$ cat src/rtl/hazard_ctrl_pkg.sv
// Shared pipeline definitions for the hazard controller.
//  - forward-select encodings used by the E-stage operand muxes
//  - syscall drain FSM states
//  - REG_ZERO: the hardwired-zero register, which never takes part in a hazard
package hazard_ctrl_pkg;
  localparam logic [4:0] REG_ZERO = 5'd0;

  typedef enum logic [1:0] {
    FWD_RF = 2'b00,
    FWD_W  = 2'b01,
    FWD_M  = 2'b10
  } fwdSel_e;

  typedef enum logic [1:0] {IDLE, DRAIN, ISSUE} sysState_e;

  // A write to reg 0 is discarded, so a compare against it must never match.
  function automatic logic regHit(input logic [4:0] src, input logic [4:0] dst);
    return (src != REG_ZERO) && (src == dst);
  endfunction
endpackage

$ cat src/rtl/hazard_ctrl_if.sv
// Hazard-unit bundle between the 5-stage datapath and hazard_ctrl.
//  master: datapath side (drives register ids/controls, receives stalls/selects)
//  slave : hazard_ctrl side
interface hazard_ctrl_if #(parameter int CNT_W = 16);
  logic [4:0]       RsD, RtD, RsE, RtE;
  logic [4:0]       WriteRegE, WriteRegM, WriteRegW;
  logic             RegWriteE, MemtoRegE, RegWriteM, MemtoRegM, RegWriteW;
  logic             BranchD, sysD;
  logic             StallF, StallD, FlushE;
  logic             ForwardAD, ForwardBD;
  logic [1:0]       ForwardAE, ForwardBE;
  logic             sysGoD;
  logic [CNT_W-1:0] stall_cnt;

  modport master (
    output RsD, RtD, RsE, RtE, WriteRegE, WriteRegM, WriteRegW,
           RegWriteE, MemtoRegE, RegWriteM, MemtoRegM, RegWriteW, BranchD, sysD,
    input  StallF, StallD, FlushE, ForwardAD, ForwardBD, ForwardAE, ForwardBE,
           sysGoD, stall_cnt
  );

  modport slave (
    input  RsD, RtD, RsE, RtE, WriteRegE, WriteRegM, WriteRegW,
           RegWriteE, MemtoRegE, RegWriteM, MemtoRegM, RegWriteW, BranchD, sysD,
    output StallF, StallD, FlushE, ForwardAD, ForwardBD, ForwardAE, ForwardBE,
           sysGoD, stall_cnt
  );
endinterface

$ cat src/rtl/hazard_ctrl_fwd_sel.sv
// fwd_sel: compares one source register against the M and W destinations.
//  src                   : source register being read
//  writeRegM/regWriteM   : M-stage destination and write enable
//  writeRegW/regWriteW   : W-stage destination and write enable
//  sel                   : FWD_M (newest value wins), else FWD_W, else FWD_RF
module fwd_sel
  import hazard_ctrl_pkg::*;
(
  input  logic [4:0] src,
  input  logic [4:0] writeRegM,
  input  logic       regWriteM,
  input  logic [4:0] writeRegW,
  input  logic       regWriteW,
  output fwdSel_e    sel
);
  always_comb begin
    sel = FWD_RF;
    if (regWriteM && regHit(src, writeRegM))      sel = FWD_M;
    else if (regWriteW && regHit(src, writeRegW)) sel = FWD_W;
  end
endmodule

$ cat src/rtl/hazard_ctrl.sv
// hazard_ctrl: stall/flush/forward control for the 5-stage core, plus a
// syscall drain FSM and a saturating stall-cycle counter.
//  clk, reset : core clock, synchronous active-high reset
//  hz         : hazard bundle (slave side) -- register ids and controls in,
//               StallF/StallD/FlushE, Forward{A,B}{D,E}, sysGoD, stall_cnt out
module hazard_ctrl
  import hazard_ctrl_pkg::*;
#(
  parameter int DRAIN_CYCLES = 3,
  parameter int CNT_W        = 16
) (
  input logic     clk,
  input logic     reset,
  hazard_ctrl_if.slave hz
);
  localparam int DW = $clog2(DRAIN_CYCLES + 1);

  fwdSel_e aeSel, beSel, adSel, bdSel;

  fwd_sel uFwdAE (.src(hz.RsE), .writeRegM(hz.WriteRegM), .regWriteM(hz.RegWriteM),
                  .writeRegW(hz.WriteRegW), .regWriteW(hz.RegWriteW), .sel(aeSel));
  fwd_sel uFwdBE (.src(hz.RtE), .writeRegM(hz.WriteRegM), .regWriteM(hz.RegWriteM),
                  .writeRegW(hz.WriteRegW), .regWriteW(hz.RegWriteW), .sel(beSel));
  // D-stage forwarding only has an ALUOutM path; W is written before D reads
  // the register file, so only the M match is used from these two.
  fwd_sel uFwdAD (.src(hz.RsD), .writeRegM(hz.WriteRegM), .regWriteM(hz.RegWriteM),
                  .writeRegW(hz.WriteRegW), .regWriteW(hz.RegWriteW), .sel(adSel));
  fwd_sel uFwdBD (.src(hz.RtD), .writeRegM(hz.WriteRegM), .regWriteM(hz.RegWriteM),
                  .writeRegW(hz.WriteRegW), .regWriteW(hz.RegWriteW), .sel(bdSel));

  logic lwStall, brStall, hazStall;

  assign lwStall = hz.MemtoRegE && (regHit(hz.RtE, hz.RsD) || regHit(hz.RtE, hz.RtD));
  assign brStall = hz.BranchD &&
                   ((hz.RegWriteE && (regHit(hz.WriteRegE, hz.RsD) || regHit(hz.WriteRegE, hz.RtD))) ||
                    (hz.MemtoRegM && (regHit(hz.WriteRegM, hz.RsD) || regHit(hz.WriteRegM, hz.RtD))));
  assign hazStall = lwStall || brStall;

  sysState_e       state, stateNx;
  logic [DW-1:0]   dCnt, dCntNx;
  logic            stall, sysGo;
  logic [CNT_W-1:0] stallCnt;

  always_ff @(posedge clk) begin
    if (reset) begin
      state <= IDLE;
      dCnt  <= '0;
    end else begin
      state <= stateNx;
      dCnt  <= dCntNx;
    end
  end

  always_comb begin
    stateNx = state;
    dCntNx  = dCnt;
    stall   = hazStall;
    sysGo   = 1'b0;
    case (state)
      IDLE: begin
        // A pending load-use/branch stall is resolved before the drain starts.
        if (hz.sysD && !hazStall) begin
          stateNx = DRAIN;
          dCntNx  = DW'(DRAIN_CYCLES);
        end
      end
      DRAIN: begin
        // sysD is not re-checked here: once draining, the syscall always issues.
        stall  = 1'b1;
        dCntNx = dCnt - 1'b1;
        if (dCnt <= DW'(1)) stateNx = ISSUE;
      end
      ISSUE: begin
        stall   = 1'b0;
        sysGo   = 1'b1;
        stateNx = IDLE;
      end
      default: stateNx = IDLE;
    endcase
  end

  // Reset holds E flushed and disables every stall/forward immediately.
  assign hz.StallF    = !reset && stall;
  assign hz.StallD    = !reset && stall;
  assign hz.FlushE    = reset || stall;
  assign hz.sysGoD    = !reset && sysGo;
  assign hz.ForwardAE = reset ? FWD_RF : aeSel;
  assign hz.ForwardBE = reset ? FWD_RF : beSel;
  assign hz.ForwardAD = !reset && (adSel == FWD_M);
  assign hz.ForwardBD = !reset && (bdSel == FWD_M);

  always_ff @(posedge clk) begin
    if (reset)                              stallCnt <= '0;
    else if (hz.StallD && stallCnt != '1)   stallCnt <= stallCnt + 1'b1;
  end

  assign hz.stall_cnt = stallCnt;
endmodule

$ cat src/flat_wrapper.sv
// flat-port wrapper written by rule: the top's interface ports become plain ports
module hazard_ctrl_flat import hazard_ctrl_pkg::*;
#(
  parameter int DRAIN_CYCLES = 3,
  parameter int CNT_W        = 16
)
  (clk, reset, hz_RsD, hz_RtD, hz_RsE, hz_RtE, hz_WriteRegE, hz_WriteRegM, hz_WriteRegW, hz_RegWriteE, hz_MemtoRegE, hz_RegWriteM, hz_MemtoRegM, hz_RegWriteW, hz_BranchD, hz_sysD, hz_StallF, hz_StallD, hz_FlushE, hz_ForwardAD, hz_ForwardBD, hz_ForwardAE, hz_ForwardBE, hz_sysGoD, hz_stall_cnt);
  hazard_ctrl_if #(.CNT_W(CNT_W)) hz_i ();
  input logic clk;
  input logic reset;
  input wire logic [$bits(hz_i.RsD)-1:0] hz_RsD;
  input wire logic [$bits(hz_i.RtD)-1:0] hz_RtD;
  input wire logic [$bits(hz_i.RsE)-1:0] hz_RsE;
  input wire logic [$bits(hz_i.RtE)-1:0] hz_RtE;
  input wire logic [$bits(hz_i.WriteRegE)-1:0] hz_WriteRegE;
  input wire logic [$bits(hz_i.WriteRegM)-1:0] hz_WriteRegM;
  input wire logic [$bits(hz_i.WriteRegW)-1:0] hz_WriteRegW;
  input wire logic [$bits(hz_i.RegWriteE)-1:0] hz_RegWriteE;
  input wire logic [$bits(hz_i.MemtoRegE)-1:0] hz_MemtoRegE;
  input wire logic [$bits(hz_i.RegWriteM)-1:0] hz_RegWriteM;
  input wire logic [$bits(hz_i.MemtoRegM)-1:0] hz_MemtoRegM;
  input wire logic [$bits(hz_i.RegWriteW)-1:0] hz_RegWriteW;
  input wire logic [$bits(hz_i.BranchD)-1:0] hz_BranchD;
  input wire logic [$bits(hz_i.sysD)-1:0] hz_sysD;
  output wire logic [$bits(hz_i.StallF)-1:0] hz_StallF;
  output wire logic [$bits(hz_i.StallD)-1:0] hz_StallD;
  output wire logic [$bits(hz_i.FlushE)-1:0] hz_FlushE;
  output wire logic [$bits(hz_i.ForwardAD)-1:0] hz_ForwardAD;
  output wire logic [$bits(hz_i.ForwardBD)-1:0] hz_ForwardBD;
  output wire logic [$bits(hz_i.ForwardAE)-1:0] hz_ForwardAE;
  output wire logic [$bits(hz_i.ForwardBE)-1:0] hz_ForwardBE;
  output wire logic [$bits(hz_i.sysGoD)-1:0] hz_sysGoD;
  output wire logic [$bits(hz_i.stall_cnt)-1:0] hz_stall_cnt;
  assign hz_i.RsD = hz_RsD;
  assign hz_i.RtD = hz_RtD;
  assign hz_i.RsE = hz_RsE;
  assign hz_i.RtE = hz_RtE;
  assign hz_i.WriteRegE = hz_WriteRegE;
  assign hz_i.WriteRegM = hz_WriteRegM;
  assign hz_i.WriteRegW = hz_WriteRegW;
  assign hz_i.RegWriteE = hz_RegWriteE;
  assign hz_i.MemtoRegE = hz_MemtoRegE;
  assign hz_i.RegWriteM = hz_RegWriteM;
  assign hz_i.MemtoRegM = hz_MemtoRegM;
  assign hz_i.RegWriteW = hz_RegWriteW;
  assign hz_i.BranchD = hz_BranchD;
  assign hz_i.sysD = hz_sysD;
  assign hz_StallF = hz_i.StallF;
  assign hz_StallD = hz_i.StallD;
  assign hz_FlushE = hz_i.FlushE;
  assign hz_ForwardAD = hz_i.ForwardAD;
  assign hz_ForwardBD = hz_i.ForwardBD;
  assign hz_ForwardAE = hz_i.ForwardAE;
  assign hz_ForwardBE = hz_i.ForwardBE;
  assign hz_sysGoD = hz_i.sysGoD;
  assign hz_stall_cnt = hz_i.stall_cnt;
  hazard_ctrl #(.DRAIN_CYCLES(DRAIN_CYCLES), .CNT_W(CNT_W)) u_core (.clk(clk), .reset(reset), .hz(hz_i));
endmodule
$ cat config.mk
export PLATFORM = sky130hd
export DESIGN_NAME = hazard_ctrl_flat
export DESIGN_NICKNAME = d
export VERILOG_FILES = /design/src/rtl/hazard_ctrl_pkg.sv /design/src/rtl/hazard_ctrl_if.sv /design/src/rtl/hazard_ctrl_fwd_sel.sv /design/src/rtl/hazard_ctrl.sv /design/src/flat_wrapper.sv
export SDC_FILE = /design/constraint.sdc
export NUM_CORES = 1
export LEC_CHECK = 0
export CAP_MARGIN = 20
export CORE_ASPECT_RATIO = 2
export CORE_MARGIN = 8
export CORE_UTILIZATION = 40
export CTS_CLUSTER_DIAMETER = 80
export DETAILED_ROUTE_END_ITERATION = 10
export DONT_BUFFER_PORTS = 1
export PLACE_DENSITY = 0.63
export SKIP_LAST_GASP = 1
export SLEW_MARGIN = 20
export SYNTH_ARGS = -nofsm -noshare
export SYNTH_HDL_FRONTEND = slang
export SYNTH_SLANG_ARGS = --single-unit
$ cat constraint.sdc
create_clock -name clk -period 11.35 [get_ports clk]
set_input_delay 3.405 -clock clk [delete_from_list [all_inputs] [get_ports clk]]
set_output_delay 3.405 -clock clk [all_outputs]
set_load 0.005 [all_outputs]
==> results of run 1 <==
## placed cells by master, fill, tap and decap left out, types with 2 or more instances in the layout
| cell type | count |
|---|---|
| xor2_1 | 30 |
| nor2_1 | 20 |
| xnor2_1 | 20 |
| dfxtp_1 | 20 |
| a21oi_1 | 13 |
| or4_1 | 12 |
| nand3_1 | 11 |
| inv_1 | 8 |
| nor2b_1 | 8 |
| nand2_1 | 8 |
| o31ai_1 | 8 |
| nand4_1 | 6 |
| ha_1 | 6 |
| nand2b_1 | 5 |
| nor4_1 | 4 |
| nor3_2 | 4 |
| nor3_1 | 4 |
| and3_1 | 3 |
| o21ai_1 | 3 |
| clkbuf_8 | 3 |
| or4_4 | 2 |
| o31ai_4 | 2 |
| or2_2 | 2 |
| mux2_2 | 2 |
| or3_1 | 2 |
| o21ai_0 | 2 |
| mux2_4 | 2 |
| buf_4 | 2 |
## synthesized netlist by cell type, drive strengths merged (5+ instances only)
library cell	number	area share
a21oi	14	0.040
buf	13	0.052
dfxtp	20	0.20
ha	6	0.037
inv	8	0.015
mux2	5	0.032
nand2	8	0.015
nand2b	5	0.015
nand3	12	0.032
nand4	6	0.019
nor2	20	0.037
nor2b	8	0.025
nor3	8	0.030
nor4	5	0.019
o21ai	6	0.017
o31ai	10	0.051
or4	14	0.056
xnor2	20	0.087
xor2	30	0.13
## path summary, 6_finish.rpt
| check | slack [ns] | start | cells after the start | endpoint |
|---|---|---|---|---|
| setup / recovery | 2.95 | hz_WriteRegE[0] | 6 | hz_StallF |
| hold / removal | 0.47 | u_core.dCnt[0]$_SDFFE_PP0P_ | 2 | u_core.dCnt[0]$_SDFFE_PP0P_ |
| setup reg to reg | 8.91 | u_core.hz.stall_cnt[0]$_SDFFE_PP0P_ | 8 | u_core.hz.stall_cnt[9]$_SDFFE_PP0P_ |
| hold reg to reg | 0.47 | u_core.dCnt[0]$_SDFFE_PP0P_ | 2 | u_core.dCnt[0]$_SDFFE_PP0P_ |
## kinds of logic after synthesis
family                     Yosys count
buffers and inverters               25
and+or+nand+nor                     94
xor gates and xnor gates            50
adders and majority gates            6
muxes                                6
AOI/OAI and AO/OA                   40
DFF                                 20
## sequential cells by signal, summed over array words and instances (netlist names)
name                 flops
u_core.dCnt              2
u_core.state             2
u_core.hz.stall_cnt     16
## power breakdown
group / switching, mW / internal [mW]
Clock: 0.0222 / 0.0236
Sequential: 0.00895 / 0.0797
Combinational: 0.0713 / 0.0514
## final cells by class
type	count	area, µm²
clock buffer	3	41.29
fill	525	2839
inverter	8	30.03
multi-input combinational	196	1468
sequential	20	400.4
tap	57	71.32
timing repair buffer	2	15.01
## worst max-delay path: stages
cell	delay, ns
or4_1	0.51
o211ai_1	0.32
o22ai_4	0.15
o31ai_4	0.19
buf_4	0.29
nor2_1	0.12
## layer usage
layer | GRT usage | up-vias | part of all wire
li1 | - | 830 | -
met2 | 0.3195 | 40 | 0.63
met1 | 0.1074 | 802 | 0.28
met3 | 0.04707 | 4 | 0.077
met4 | 0.04878 | 0 | 0.013
met5 | 0 | - | 0
## per-stage QoR
stage / util / instance area, µm²
2_1_floorplan: - / 2018
3_3_place_gp: 0.4064 / 1977
3_5_place_dp: 0.4064 / 1977
4_1_cts: 0.4149 / 2018
5_1_grt: 0.4164 / 2026
6_report: 0.4164 / 2026
==> summary.md, run 1 <==
| Metric | Value |
|---|---|
| Vias | `1,676` |
| Vias in the first global route | `1,751` |
| FP Rows | `36` |
| Num Clock Sinks | `20` |
| Worst setup margin | `2.954 ns` |
| Clock Path Buffers | `2` |
| Post-synth ARST share | `0` |
| Max Cap Viol | `0` |
| Setup CP Type | `in -> out` |
| Antenna cell count | `0` |
| GPL Wtd Cong | `0.7171` |
| Ports | `70` |
| Cells after synthesis | `241` |
| CP max FO | `25` |
| Starting DRT DRC Count | `74` |
| Synth Area in Compound Gates | `0.1600` |
| Residual DRC | `0` |
| Place WS | `2.931 ns` |
| Worst hold path type | `reg -> reg` |
| Initial antenna violation count | `0` |
| Status | `completed` |
| HPWL Detailed | `4744 µm` |
| GRT overflow | `0` |
| Area grow syn2layout | `0.3718%` |
| Latest clock arrival within the worst-skew pair | `0.25 ns` |
| Synthesized cell area | `2018 µm²` |
| Critical Path AT | `4.99 ns` |
| Hold buffers post-CTS | `0` |
| Worst Max-Slew Pin Slew | `0.5544 ns` |
| Leak | `0.6531 nW` |
| Seq cells post-synth | `20` |
| Synth Area in Simple Gates | `0.2765` |
| Worst Setup End Kind | `output pin` |
| First-pass GRT wire length | `8921 µm` |
| Critical Path Source Type | `input pin` |
| Unique masters post-synth | `47` |
| Drt total wl | `5636 µm` |
| Starting Density | `0.4149` |
| Total GRT Usage | `0.1476` |
| Synth Net Count | `291` |
| Post-layout power | `0.2571 mW` |
| Final min period | `8.396 ns` |
| Slew Viols, Final | `0` |
| Root Buffer | `clkbuf_8` |
| Clock slew at reported path FFs | `0.07 ns` |
| Max transition margin | `0.6270` |
| Critical path data required time | `7.95 ns` |
| CTS H-tree depth | `1` |
| Peak supply drop | `0.07303 mV` |
| TNS Setup | `0 ns` |
| Routed vias/inst | `5.860` |
| Number of synthesized flops with an enable pin | `0` |
| ANT nets after route | `0` |
| Largest net degree at the start of global routing | `34` |
| Avg Inst Size Synth | `8.374 µm²` |
| Cts repair resizes | `0` |
| Clk_skew | `0.002719 ns` |
| Die height | `116.5 µm` |
| Synth Area in XOR/XNOR | `0.2170` |
| Finished Layout Cells | `286` |
| CTS tree | `built` |
| DR WL/cell | `19.71 µm` |
| Final Hold Vio Count | `0` |
| Layout net count | `281` |
| First-pass iteration count of the detailed router | `3` |
| F_max | `119.1 MHz` |
| Share of cells above drive strength 1 | `0.1266` |
| IO Port Bufs | `0` |
| Core area | `4865 µm²` |
| Die area | `7712 µm²` |
| Tightest hold margin | `0.4707 ns` |
| Pwr/cell area | `126.9 nW/µm²` |
| CTS Buf Count | `3` |
| Setup violators final | `0` |
| Synth warn | `0` |
| RSZ-0062 raised after global routing | `false` |
| Die X | `66.23 µm` |
| Period utilization | `0.7398` |
| Synth Flop Type | `dfxtp_1` |
| Post-synthesis adder-cell area fraction | `0.03720` |
| Mux cell area share after synthesis | `0.03658` |
| Sequential-to-total area share from yosys stat | `0.1984` |
| Placed Cells incl. Taps | `282` |
| Largest family of logic cells by synthesized area | `simple AND/OR/NAND/NOR gates` |
| Setup Fix Bufs, Post-CTS | `0` |
Power figures use the tool's default switching activity.
==> run 2: changes to the inputs <==
PLACE_DENSITY = 0.65   (was 0.63)
clock period = 7.1 ns   (was 11.35 ns; I/O delays follow)
==> run 2 against run 1 <==
Clock-buffer cell count increased by 1. Sequential power increased by 60%. Cell count unchanged. Combinational power increased by 60%. First-iteration DRC count increased by 61%. Hold slack improved by 0.0093 ns. Critical path depth decreased by 1. Clock skew increased by 0.0046 ns. Power increased by 65%. Via count increased by 1.1%.
==> summary.md, run 2 (same netlist as run 1, synthesis figures left out) <==
| Metric | Value |
|---|---|
| Initial antenna violation count | `0` |
| DR WL/cell | `19.41 µm` |
| First-pass GRT wire length | `8921 µm` |
| Critical Path AT | `3.82 ns` |
| Register area | `400.4 µm²` |
| GRT overflow | `0` |
| Area of the multi-input gates | `1468 µm²` |
| Status | `completed` |
| FILL cells | `508` |
| Setup CP Type | `in -> out` |
| CP max FO | `15` |
| Latest clock arrival within the worst-skew pair | `0.26 ns` |
| ANT nets after route | `0` |
| CTS tree | `built` |
| CTS Buf Count | `3` |
| Largest net degree at the start of global routing | `34` |
| Layout net count | `280` |
| Pwr/cell area | `209.4 nW/µm²` |
| Setup violators final | `0` |
| Clk_skew | `0.007344 ns` |
| FP Rows | `36` |
| F_max | `168.0 MHz` |
| CP cell instances | `or4_1, o211ai_1, o22ai_4, o31ai_4, nor2_1` |
| Hold buffers post-CTS | `0` |
| Starting Density | `0.4149` |
| Share of cells above drive strength 1 | `0.1266` |
| First-pass iteration count of the detailed router | `4` |
| Die area | `7712 µm²` |
| CP top delay family | `compound AO/OA/AOI/OAI gates` |
| Die X | `66.23 µm` |
| CTS H-tree depth | `1` |
| R2r startpoint | `u_core.hz.stall_cnt[1]$_SDFFE_PP0P_` |
| Max transition margin | `0.3038` |
| Critical path data required time | `4.97 ns` |
| Worst Setup End Kind | `output pin` |
| Total GRT Usage | `0.1465` |
| Slew Viols, Final | `0` |
| Final min period | `5.952 ns` |
| Max FFs per register | `16` |
| Clock slew at reported path FFs | `0.08 ns` |
| Routed vias/inst | `5.927` |
| Tightest hold margin | `0.4800 ns` |
| Starting DRT DRC Count | `119` |
| Die height | `116.5 µm` |
| Num Clock Sinks | `20` |
| Core area | `4865 µm²` |
| Cts repair resizes | `0` |
| TNS Setup | `0 ns` |
| Vias in the first global route | `1,796` |
| Area grow syn2layout | `0.6820%` |
| RSZ-0062 raised after global routing | `false` |
| Final Hold Vio Count | `0` |
| Drt total wl | `5552 µm` |
| GPL Wtd Cong | `0.7802` |
| Worst hold path type | `reg -> reg` |
| Start point of the worst min-delay path | `u_core.dCnt[0]$_SDFFE_PP0P_` |
| Reg2Reg Capture Point | `u_core.hz.stall_cnt[9]$_SDFFE_PP0P_` |
| Worst Max-Slew Pin Slew | `1.040 ns` |
| Critical Path Source Type | `input pin` |
| Vias | `1,695` |
| Commonest cells after routing, fill and taps aside | `30 x xor2_1, 20 x nor2_1, 20 x xnor2_1, 20 x dfxtp_1, 13 x a21oi_1` |
| Hold depth | `2` |
| Setup Fix Bufs, Post-CTS | `0` |
| Worst Hold End | `u_core.dCnt[0]$_SDFFE_PP0P_` |
| Period utilization | `0.8383` |
| Worst path bufs/invs | `0` |
| Crit path max-delay cell type | `o31ai_4` |
| Residual DRC | `0` |
| Antenna cell count | `0` |
| Most common cell after layout, fill and taps aside | `xor2_1` |
| Slowest Stage Delay on Critical Path | `0.53 ns` |
| Max Cap Viol | `0` |
| Clock Path Buffers | `2` |
| Leak | `0.6549 nW` |
| R2r worst-path depth | `7` |
| Ports | `70` |
| Root Buffer | `clkbuf_8` |
| IO Port Bufs | `0` |
| HPWL Detailed | `4695 µm` |
| Peak supply drop | `0.1502 mV` |
| Reg2reg setup slack | `4.48 ns` |
==> run 2: cell types whose count changed in the layout (fill, tap and decap cells not counted), sizes merged <==
| cell | delta |
|---|---|
| buf | -1 |
| clkbuf | +1 |
==> run 2: layout make-up <==
class,count,share of cell area
Tap cell,57,0.03510
Multi-Input combinational cell,196,0.7223
Timing Repair Buffer,1,0.003695
Inverter,8,0.01478
Clock buffer,4,0.02709
Sequential cell,20,0.1970
==> run 2: tightest hold or removal path: stages (launching register included) <==
cell	delay (ns)
dfxtp_1	0.34
inv_1	0.06
a21oi_1	0.05
==> run 2: per-layer routing <==
| metal | global-route usage | part of all wire | up-vias |
|---|---|---|---|
| met2 | 0.2949 | 0.60 | 57 |
| met4 | 0.07461 | 0.033 | 0 |
| li1 | - | - | 828 |
| met5 | 0 | 0 | - |
| met3 | 0.03842 | 0.075 | 14 |
| met1 | 0.1204 | 0.29 | 796 |
==> run 2: per-stage QoR <==
stage | power [mW] | instances | area, µm² | util | worst slack [ns]
after floorplan | 0.3324 | 241 | 2018 | - | 1.137
after global placement | 0.3390 | 282 | 1977 | 0.4064 | 1.141
after detailed placement | 0.3434 | 282 | 1977 | 0.4064 | 1.132
after CTS | 0.4320 | 286 | 2032 | 0.4177 | 1.132
after global routing | 0.4603 | 286 | 2032 | 0.4177 | 1.007
final | 0.4254 | 286 | 2032 | 0.4177 | 1.148
==> run 2: worst max-delay path by stage <==
stage	startpoint	end	slack [ns]	depth (start not counted)
finish	hz_WriteRegE[0]	hz_StallD	1.15	5
floorplan	hz_WriteRegM[2]	hz_StallF	1.14	9
global placement	hz_WriteRegE[0]	hz_StallD	1.14	5
detailed placement	hz_WriteRegE[0]	hz_StallD	1.13	5
CTS	hz_WriteRegE[0]	hz_StallF	1.13	5
global route	hz_WriteRegE[0]	hz_StallD	1.01	5
==> run 2: where the power goes <==
| part | internal (mW) | switching [mW] |
|---|---|---|
| clock | 0.0493 | 0.0374 |
| combinational | 0.0826 | 0.114 |
| sequential | 0.127 | 0.0145 |
==> run 3: changes to the inputs <==
clock period = 5.35 ns   (was 7.1 ns; I/O delays follow)
==> run 3 against run 2 <==
Global-route usage down 0.061 points. Core utilization is 0.13 points lower. Clock power increased by 12%. Combinational power rose by 40%. Cell count unchanged. Power up 32%. First-iteration DRC count decreased by 52%. Critical path type unchanged.
==> summary.md, run 3 (same netlist as run 1, synthesis figures left out) <==
| Metric | Value |
|---|---|
| Crit path max-delay cell type | `or4_1` |
| Logic gate share of total power | `0.492` |
| Worst Max-Slew Pin Slew | `1.076 ns` |
| Vias in the first global route | `1,825` |
| FILL cells | `525` |
| Peak supply drop | `0.2462 mV` |
| Most common cell after layout, fill and taps aside | `xor2_1` |
| Area grow syn2layout | `0.3718%` |
| Core area | `4865 µm²` |
| CP max FO | `4` |
| Tightest hold margin | `0.4707 ns` |
| Critical Path Source Type | `input pin` |
| CTS Buf Count | `3` |
| Starting Density | `0.4149` |
| Setup violators final | `0` |
| Die height | `116.5 µm` |
| Clock power frac | `0.174` |
| Critical Path AT | `3.07 ns` |
| Slowest Stage Delay on Critical Path | `0.52 ns` |
| Routed vias/inst | `5.913` |
| Total GRT Usage | `0.1459` |
| Final Hold Vio Count | `0` |
| Commonest cells after routing, fill and taps aside | `30 x xor2_1, 20 x nor2_1, 20 x xnor2_1, 20 x dfxtp_1, 13 x a21oi_1` |
| Pwr/cell area | `276.7 nW/µm²` |
| Clock Path Buffers | `2` |
| CTS tree | `built` |
| Reg2reg setup slack | `2.76 ns` |
| First-pass iteration count of the detailed router | `4` |
| Clk_skew | `0.002921 ns` |
| F_max | `214.1 MHz` |
| WL met2 | `3459 µm` |
| Metal3 WL | `418 µm` |
| DR WL/cell | `19.83 µm` |
| Post-layout power | `0.5606 mW` |
| Reg2Reg Capture Point | `u_core.hz.stall_cnt[9]$_SDFFE_PP0P_` |
| First-pass GRT wire length | `8790 µm` |
| GRT overflow | `0` |
| Cts repair resizes | `0` |
| Max transition margin | `0.2802` |
| Crit path launch | `hz_WriteRegE[0]` |
| Setup Fix Bufs, Post-CTS | `0` |
| Worst Setup End Kind | `output pin` |
| GPL Wtd Cong | `0.7369` |
| Leak | `0.6522 nW` |
| Highest Signal Layer | `met4` |
| Ports | `70` |
| Vias | `1,691` |
| Max Cap Viol | `0` |
| Register area | `400.4 µm²` |
| Period utilization | `0.8729` |
| CTS H-tree depth | `1` |
| Worst setup path endpoint | `hz_StallF` |
| M1 WL | `1682 µm` |
| CP cell instances | `or4_1, o211ai_1, o22ai_4, o31ai_4, nor2_1` |
| R2r startpoint | `u_core.hz.stall_cnt[1]$_SDFFE_PP0P_` |
| Clock slew at reported path FFs | `0.07 ns` |
| Status | `completed` |
| P_int | `0.3372 mW` |
| Die area | `7712 µm²` |
| TNS Setup | `0 ns` |
| Final core utilization | `0.4164` |
| Worst hold path type | `reg -> reg` |
| RSZ-0062 raised after global routing | `false` |
| Drt total wl | `5670 µm` |
| Switching pwr | `0.2234 mW` |
| Final min period | `4.670 ns` |
| Share of cells above drive strength 1 | `0.1266` |
| Setup CP Type | `in -> out` |
| Latest clock arrival within the worst-skew pair | `0.25 ns` |
| Die X | `66.23 µm` |
| Root Buffer | `clkbuf_8` |
| Area of the multi-input gates | `1468 µm²` |
| Layout net count | `281` |
| FP Rows | `36` |
| Largest net degree at the start of global routing | `34` |
| Starting DRT DRC Count | `57` |
| HPWL Detailed | `4755 µm` |
| Max FFs per register | `16` |
| R2r worst-path depth | `7` |
| Residual DRC | `0` |
| IO Port Bufs | `0` |
| Slew Viols, Final | `0` |
| Seq pwr share | `0.334` |
| Initial antenna violation count | `0` |
| Antenna cell count | `0` |
| Critical path data required time | `3.74 ns` |
| ANT nets after route | `0` |
| Hold buffers post-CTS | `0` |
| Num Clock Sinks | `20` |
| Switching Share | `0.3986` |
[run 3: changes by cell type in the layout (fill, tap and decap cells not counted), sizes merged]
| cell | change |
|---|---|
| buf | +1 |
| clkbuf | -1 |
[run 3: layout make-up]
type | count | share of cell area
sequential | 20 | 0.1977
tap | 57 | 0.03521
multi-input combinational | 196 | 0.7245
inverter | 8 | 0.01482
timing repair buffer | 2 | 0.007412
clock buffer | 3 | 0.02038
[run 3: routing by layer]
layer,up-vias,global-route usage
met5,-,0
met4,0,0.05308
met3,6,0.04131
met2,47,0.3117
met1,804,0.1108
li1,834,-
[run 3: worst max-delay path: cells and delay by family]
family | cells | cell delay, ns
AOI/OAI and AO/OA | 3 | 0.80
and+or+nand+nor | 2 | 0.67
[run 3: worst min path at each step]
stage	startpoint	endpoint	slack [ns]	cells past startpoint
3_5_place_dp	u_core.dCnt[0]$_SDFFE_PP0P_	u_core.dCnt[0]$_SDFFE_PP0P_	0.46	2
2_1_floorplan	u_core.dCnt[0]$_SDFFE_PP0P_	u_core.dCnt[0]$_SDFFE_PP0P_	0.44	2
3_3_place_gp	u_core.dCnt[0]$_SDFFE_PP0P_	u_core.dCnt[0]$_SDFFE_PP0P_	0.46	2
5_1_grt	u_core.dCnt[0]$_SDFFE_PP0P_	u_core.dCnt[0]$_SDFFE_PP0P_	0.50	2
6_report	u_core.dCnt[0]$_SDFFE_PP0P_	u_core.dCnt[0]$_SDFFE_PP0P_	0.47	2
4_1_cts	u_core.dCnt[0]$_SDFFE_PP0P_	u_core.dCnt[0]$_SDFFE_PP0P_	0.47	2
[run 3: through the flow]
step,worst slack (ns),area [µm²],cells
after floorplan,0.4374,2018,241
after CTS,0.6532,2026,286
final,0.6799,2026,286
after detailed placement,0.6526,1984,283
after global routing,0.5802,2026,286
after global placement,0.6751,1984,283
[run 3: power by group through the flow]
| stage | logic, mW | registers, mW | clock network [mW] |
|---|---|---|---|
| after CTS | 0.278 | 0.188 | 0.101 |
| after global placement | 0.270 | 0.191 | 0 |
| final | 0.276 | 0.187 | 0.0974 |
| after detailed placement | 0.278 | 0.192 | 0 |
| after floorplan | 0.255 | 0.186 | 0 |
| after global routing | 0.310 | 0.189 | 0.108 |
